### config.mk
export PLATFORM = sky130hd
export DESIGN_NAME = imem_byte_loader
export DESIGN_NICKNAME = d
export VERILOG_FILES = /design/src/rtl/imem_loader_pkg.sv /design/src/rtl/loader_word_asm.sv /design/src/rtl/imem_byte_loader.sv
export SDC_FILE = /design/constraint.sdc
export NUM_CORES = 1
export LEC_CHECK = 0
export CAP_MARGIN = 20
export CORE_AREA = 2 2 72 74
export CTS_CLUSTER_DIAMETER = 40
export DETAILED_ROUTE_END_ITERATION = 12
export DIE_AREA = 0 0 74 76
export PLACE_DENSITY = 0.88
export REMOVE_ABC_BUFFERS = 1
export SLEW_MARGIN = 15
export SYNTH_ARGS = -nofsm -noshare
export SYNTH_HDL_FRONTEND = slang
export SYNTH_HIERARCHICAL = 1
export SYNTH_SLANG_ARGS = --single-unit
### constraint.sdc
create_clock -name clk -period 3.9 [get_ports clk]
set_input_delay 0.39 -clock clk [delete_from_list [all_inputs] [get_ports clk]]
set_output_delay 0.39 -clock clk [all_outputs]
set_load 0.02 [all_outputs]
### src/rtl/imem_loader_pkg.sv
// Shared types and constants for the instruction-memory byte loader.
// Contents: FSM state enum, word/byte widths, byte lanes per word.
package imem_loader_pkg;

  localparam int unsigned WORD_W = 32;
  localparam int unsigned BYTE_W = 8;
  localparam int unsigned LANES  = WORD_W / BYTE_W;

  typedef enum logic [2:0] {
    IDLE,
    COUNT,
    DATA,
    WRITE,
    CHECK
  } state_e;

endpackage

### src/rtl/loader_word_asm.sv
// Little-endian byte-lane assembler: packs incoming bytes into a 32-bit word.
// Ports:
//   clk, rst_n   - clock, synchronous active-low reset
//   i_clr        - restart at lane 0 with an empty word
//   i_shift      - place i_din into the current lane and advance
//   i_din        - byte to place
//   o_byte_idx   - lane the next byte lands in (0..3)
//   o_word       - assembled word register
//   o_word_full  - one-cycle pulse in the cycle after the 4th byte lands
module loader_word_asm
  import imem_loader_pkg::*;
(
  input  logic              clk,
  input  logic              rst_n,
  input  logic              i_clr,
  input  logic              i_shift,
  input  logic [BYTE_W-1:0] i_din,
  output logic [1:0]        o_byte_idx,
  output logic [WORD_W-1:0] o_word,
  output logic              o_word_full
);

  logic [1:0]        r_byte_idx;
  logic [WORD_W-1:0] r_word;
  logic              r_word_full;

  // Lane register, word register and full pulse
  always_ff @(posedge clk) begin
    if (!rst_n) begin
      r_byte_idx  <= 2'd0;
      r_word      <= '0;
      r_word_full <= 1'b0;
    end else begin
      r_word_full <= 1'b0;
      if (i_clr) begin
        r_byte_idx <= 2'd0;
        r_word     <= '0;
      end else if (i_shift) begin
        r_word[BYTE_W*r_byte_idx +: BYTE_W] <= i_din;
        r_byte_idx  <= r_byte_idx + 2'd1;
        r_word_full <= (r_byte_idx == 2'(LANES - 1));
      end
    end
  end

  assign o_byte_idx  = r_byte_idx;
  assign o_word      = r_word;
  assign o_word_full = r_word_full;

endmodule

### src/rtl/imem_byte_loader.sv
// Framed byte-stream program loader for the core's instruction memory.
// Frame: HDR_BYTE, word count N, 4*N payload bytes (LSB first), checksum.
// Optional feature macro: IMEM_LOADER_CHECKSUM_EN (XOR checksum byte and
// CHECK state; when undefined no checksum byte is expected, load_err is 0).
// Ports:
//   clk, rst_n             - clock, synchronous active-low reset
//   rx_data/valid/ready    - byte input handshake (transfer on valid&&ready)
//   imem_we/addr/wdata     - one-cycle instruction-memory write port
//   cpu_hold               - holds the core in reset until a frame completes
//   load_done, load_err    - sticky status of the last frame
module imem_byte_loader
  import imem_loader_pkg::*;
#(
  parameter int unsigned ADDR_W     = 8,
  parameter int unsigned START_ADDR = 0,
  parameter logic [7:0]  HDR_BYTE   = 8'hA5
) (
  input  logic              clk,
  input  logic              rst_n,
  input  logic [7:0]        rx_data,
  input  logic              rx_valid,
  output logic              rx_ready,
  output logic              imem_we,
  output logic [ADDR_W-1:0] imem_addr,
  output logic [WORD_W-1:0] imem_wdata,
  output logic              cpu_hold,
  output logic              load_done,
  output logic              load_err
);

  state_e            r_state;
  logic              r_rx_ready;
  logic [ADDR_W-1:0] r_imem_addr;
  logic [7:0]        r_remaining;
  logic              r_cpu_hold;
  logic              r_load_done;
`ifdef IMEM_LOADER_CHECKSUM_EN
  logic [7:0]        r_csum;
  logic              r_load_err;
`endif

  logic              w_accept;
  logic [1:0]        w_byte_idx;
  logic [WORD_W-1:0] w_word;
  logic              w_word_full;

  assign w_accept = rx_valid && r_rx_ready;

  // Payload bytes go to the lane assembler; COUNT restarts it at lane 0
  loader_word_asm u_word_asm (
    .clk         (clk),
    .rst_n       (rst_n),
    .i_clr       (w_accept && (r_state == COUNT)),
    .i_shift     (w_accept && (r_state == DATA)),
    .i_din       (rx_data),
    .o_byte_idx  (w_byte_idx),
    .o_word      (w_word),
    .o_word_full (w_word_full)
  );

  // Frame FSM with address counter, word countdown and status flags
  always_ff @(posedge clk) begin
    if (!rst_n) begin
      r_state     <= IDLE;
      r_rx_ready  <= 1'b1;
      r_imem_addr <= ADDR_W'(START_ADDR);
      r_remaining <= 8'd0;
      r_cpu_hold  <= 1'b1;
      r_load_done <= 1'b0;
`ifdef IMEM_LOADER_CHECKSUM_EN
      r_csum      <= 8'd0;
      r_load_err  <= 1'b0;
`endif
    end else begin
      case (r_state)
        IDLE: begin
          if (w_accept && (rx_data == HDR_BYTE)) begin
            r_state     <= COUNT;
            r_load_done <= 1'b0;
            r_cpu_hold  <= 1'b1;
`ifdef IMEM_LOADER_CHECKSUM_EN
            r_load_err  <= 1'b0;
`endif
          end
        end
        COUNT: begin
          if (w_accept) begin
            r_remaining <= rx_data;
            r_imem_addr <= ADDR_W'(START_ADDR);
`ifdef IMEM_LOADER_CHECKSUM_EN
            r_csum      <= 8'd0;
`endif
            if (rx_data == 8'd0) begin
`ifdef IMEM_LOADER_CHECKSUM_EN
              r_state     <= CHECK;
`else
              r_state     <= IDLE;
              r_load_done <= 1'b1;
              r_cpu_hold  <= 1'b0;
`endif
            end else begin
              r_state <= DATA;
            end
          end
        end
        DATA: begin
          if (w_accept) begin
`ifdef IMEM_LOADER_CHECKSUM_EN
            r_csum <= r_csum ^ rx_data;
`endif
            // Last lane: the word register is complete on the next cycle
            if (w_byte_idx == 2'(LANES - 1)) begin
              r_state    <= WRITE;
              r_rx_ready <= 1'b0;
            end
          end
        end
        WRITE: begin
          r_rx_ready  <= 1'b1;
          r_imem_addr <= r_imem_addr + ADDR_W'(1);
          r_remaining <= r_remaining - 8'd1;
          if (r_remaining == 8'd1) begin
`ifdef IMEM_LOADER_CHECKSUM_EN
            r_state     <= CHECK;
`else
            r_state     <= IDLE;
            r_load_done <= 1'b1;
            r_cpu_hold  <= 1'b0;
`endif
          end else begin
            r_state <= DATA;
          end
        end
`ifdef IMEM_LOADER_CHECKSUM_EN
        CHECK: begin
          if (w_accept) begin
            r_state <= IDLE;
            if (rx_data == r_csum) begin
              r_load_done <= 1'b1;
              r_cpu_hold  <= 1'b0;
            end else begin
              r_load_err  <= 1'b1;
            end
          end
        end
`endif
        default: r_state <= IDLE;
      endcase
    end
  end

  assign rx_ready   = r_rx_ready;
  assign imem_we    = w_word_full;
  assign imem_addr  = r_imem_addr;
  assign imem_wdata = w_word;
  assign cpu_hold   = r_cpu_hold;
  assign load_done  = r_load_done;
`ifdef IMEM_LOADER_CHECKSUM_EN
  assign load_err   = r_load_err;
`else
  assign load_err   = 1'b0;
`endif

endmodule

==> impl_metrics.toml <==
[route]
drtPass1Iterations = 5
avgViaCountPerCell = 5.95
drc_errors = 0
final_wirelength_mm = 6.37
antenna_violating_nets_post_route = 0
vias_after_detailed_routing = 2363
initialDrtViolationCount = 194
wl_per_cell_um = 16.1

[clock_tree]
cts-buffers-inserted = 5
clk_root_buffer_cell = "clkbuf_8"
clock_transition_at_path_regs_ns = 0.10
cts-resized-gates = 0
cts.htree.levels = 2
cts_setup_buffers = 0
hold_buf_count_cts = 0
cts_max_path_buffers = 2
tritoncts = "built"
clock_sink_count = 56
clkLatencyLatePin_ns = 0.31

[yosys]
ys_ff_latch = 56
yosys.cell_types.count = 56
syn-mean-instance-area_sq_um = 9.05
yosys_warnings = 6
ys_dominant_reg_cell = "dfxtp_1"
synth_edf_count = 0
post_synth_inst_count = 280
sequential_area_share_after_synthesis = 0.442
synth.cell_area_sq_um = 2530
async_s_r_ff_share_synth = 0

[placement]
gpl.final_weighted_congestion = 0.826
post-place-ws_ns = 1.35
place.detailed.hpwl_mm = 4.30
detailed_place.area_sq_um = 3090
numPortBuffers = 54

[global_routing]
antenna_violations_before_repair = 0
grt-ovfl-total = 0
grt_max_degree = 28
first_pass_grt_wire_length_mm = 10.5
global_route.usage.total = 0.236
number_of_global_route_vias_before_repair = 2155

[die]
io_pins = 56
placement_row_count = 26
die_y_um = 76
floorplan.initialDensity = 0.516
die_w_um = 74
core_area_sq_um = 4910
fp.dieArea_sq_um = 5620

[setup_path]
crit_path_cell_trace = "nand2_1, nor2_1, nand2_1, nor4_4, a32o_1"
timing.critical_path.slowest_cell_delay_ns = 0.64
type_of_the_setup_path_with_the_least_slack = "reg -> reg"
critPathMaxFanout = 14
crit_path_start_kind = "flop"
regToRegStartpoint = "r_state[1]$_SDFFE_PN0P_"
crit_slowest_cell = "dfxtp_1"
cp-startpoint = "r_state[1]$_SDFFE_PN0P_"
critPathMostFrequentCell = "nand2_1"
worstSetupEndpointType = "flop"
worstPathRequired_ns = 4.16
critical_path_buf_inv_count = 0
path_delay_family = "simple AND/OR/NAND/NOR gates"
critPathArrivalTime_ns = 2.56

[run]
cap_violations = 0

[cells_and_area]
n_antenna_cell = 0
layout_commonest_cell = "dfxtp_1"
synthToLayoutAreaGrowth_pct = 26.2
final_cell_area_sq_um = 3200
nNetsFinal = 346
post_route_cells_drive_above_1_share = 0.0612
fillerInstances = 388
most-common-layout-cells = "dfxtp_1, clkdlybuf4s50_1, nor2_1, nand2_1, a21oi_1"

[timing]
maxClockFrequency_mhz = 434
worst_clock_skew_ns = 0.00584
timing.hold.ws_ns = 0.458
setup_ws_ns = 1.60
final_max_slew_viol_count = 0
post-route-period-util = 0.590
period_needed_ns = 2.30
count_of_final_setup_violators = 0
grt_setup_unrepaired = "no"
worst_pin_slew_ns = 0.687
timing.setup.tns_ns = 0
maxSlewHeadroom = 0.540
finalHoldViolations = 0

[min_path]
hp-class = "reg -> reg"
hold_path_startpoint = "u_word_asm/o_word[0]$_SDFFE_PP0P_"

[pwr]
power_density_nw_per_um2 = 309
max-vdd-ir-drop_uv = 257
p_leak_nw = 1.11
pwr_total_mw = 0.989

[outcome]
run_status = "finished clean"
final cells by class:
class	count	area, sq um	area share
clock buffer	6	72.6	0.0227
clock inverter	2	35.0	0.0110
inverter	8	30.0	0.00939
multi-input combinational	200	1310	0.408
sequential	56	1120	0.350
tap	70	87.6	0.0274
timing repair buffer	55	548	0.171
cells in the mapped netlist (5+ instances only):
library cell / n / area (sq um)
buf_2: 6 / 30.0
nand2_1: 27 / 101
ha_1: 9 / 113
a32o_1: 8 / 80.1
a21oi_1: 21 / 105
nand4_1: 12 / 75.1
inv_1: 7 / 26.3
dfxtp_1: 56 / 1120
clkbuf_1: 5 / 18.8
o21ai_0: 7 / 35.0
a32oi_1: 16 / 140
nor2_1: 35 / 131
layer usage:
metal	global-route usage	vias up	wire [um]	part of all wire
met5	0	-	0	0
met3	0.0476	9	557	0.087
li1	-	1122	-	-
met4	0.0891	0	79	0.012
met2	0.376	102	3140	0.49
met1	0.313	1130	2600	0.41
final timing paths:
| path | to | slack [ns] | cells past startpoint |
|---|---|---|---|
| worst max-delay path | u_word_asm/o_word[20]$_SDFFE_PP0P_ | 1.60 | 5 |
| worst max register to register | u_word_asm/o_word[20]$_SDFFE_PP0P_ | 1.60 | 5 |
| worst min-delay path | u_word_asm/o_word[0]$_SDFFE_PP0P_ | 0.46 | 2 |
| worst min register to register | u_word_asm/o_word[0]$_SDFFE_PP0P_ | 0.46 | 2 |
worst register-to-register path, cell delays in order, from the launching register on:
cell and delay (ns):
dfxtp_1 0.64, nand2_1 0.13, nor2_1 0.56, nand2_1 0.22, nor4_4 0.46, a32o_1 0.23
cells by family after synthesis:
logic type | after synthesis | share of synthesized area
flip-flops | 56 | 0.442
buffers and inverters | 24 | 0.0429
adder cells (fa/ha/maj) | 9 | 0.0444
AND/OR/NAND/NOR | 111 | 0.233
other | 1 | 0.00148
AO/OA/AOI/OAI | 74 | 0.218
XOR/XNOR | 5 | 0.0173
where the power goes:
group          switching [mW]  total, mW  internal [mW]
combinational          0.0275     0.0412         0.0137
sequential           0.000149      0.572          0.571
clock                   0.185      0.376          0.191
total                   0.213      0.989          0.776
metrics by stage:
stage          instances   util
4_1_cts              397  0.651
5_1_grt              397  0.651
6_report             397  0.651
2_1_floorplan        264      -
3_5_place_dp         389  0.629
3_3_place_gp         389  0.629
flip-flops by register name (all words and copies together) (netlist names):
| register | flops |
|---|---|
| cpu_hold | 1 |
| imem_addr | 8 |
| load_done | 1 |
| r_remaining | 8 |
| r_state | 2 |
| rx_ready | 1 |
| u_word_asm/o_byte_idx | 2 |
| u_word_asm/o_word | 32 |
| u_word_asm/o_word_full | 1 |
Power figures use the tool's default switching activity.
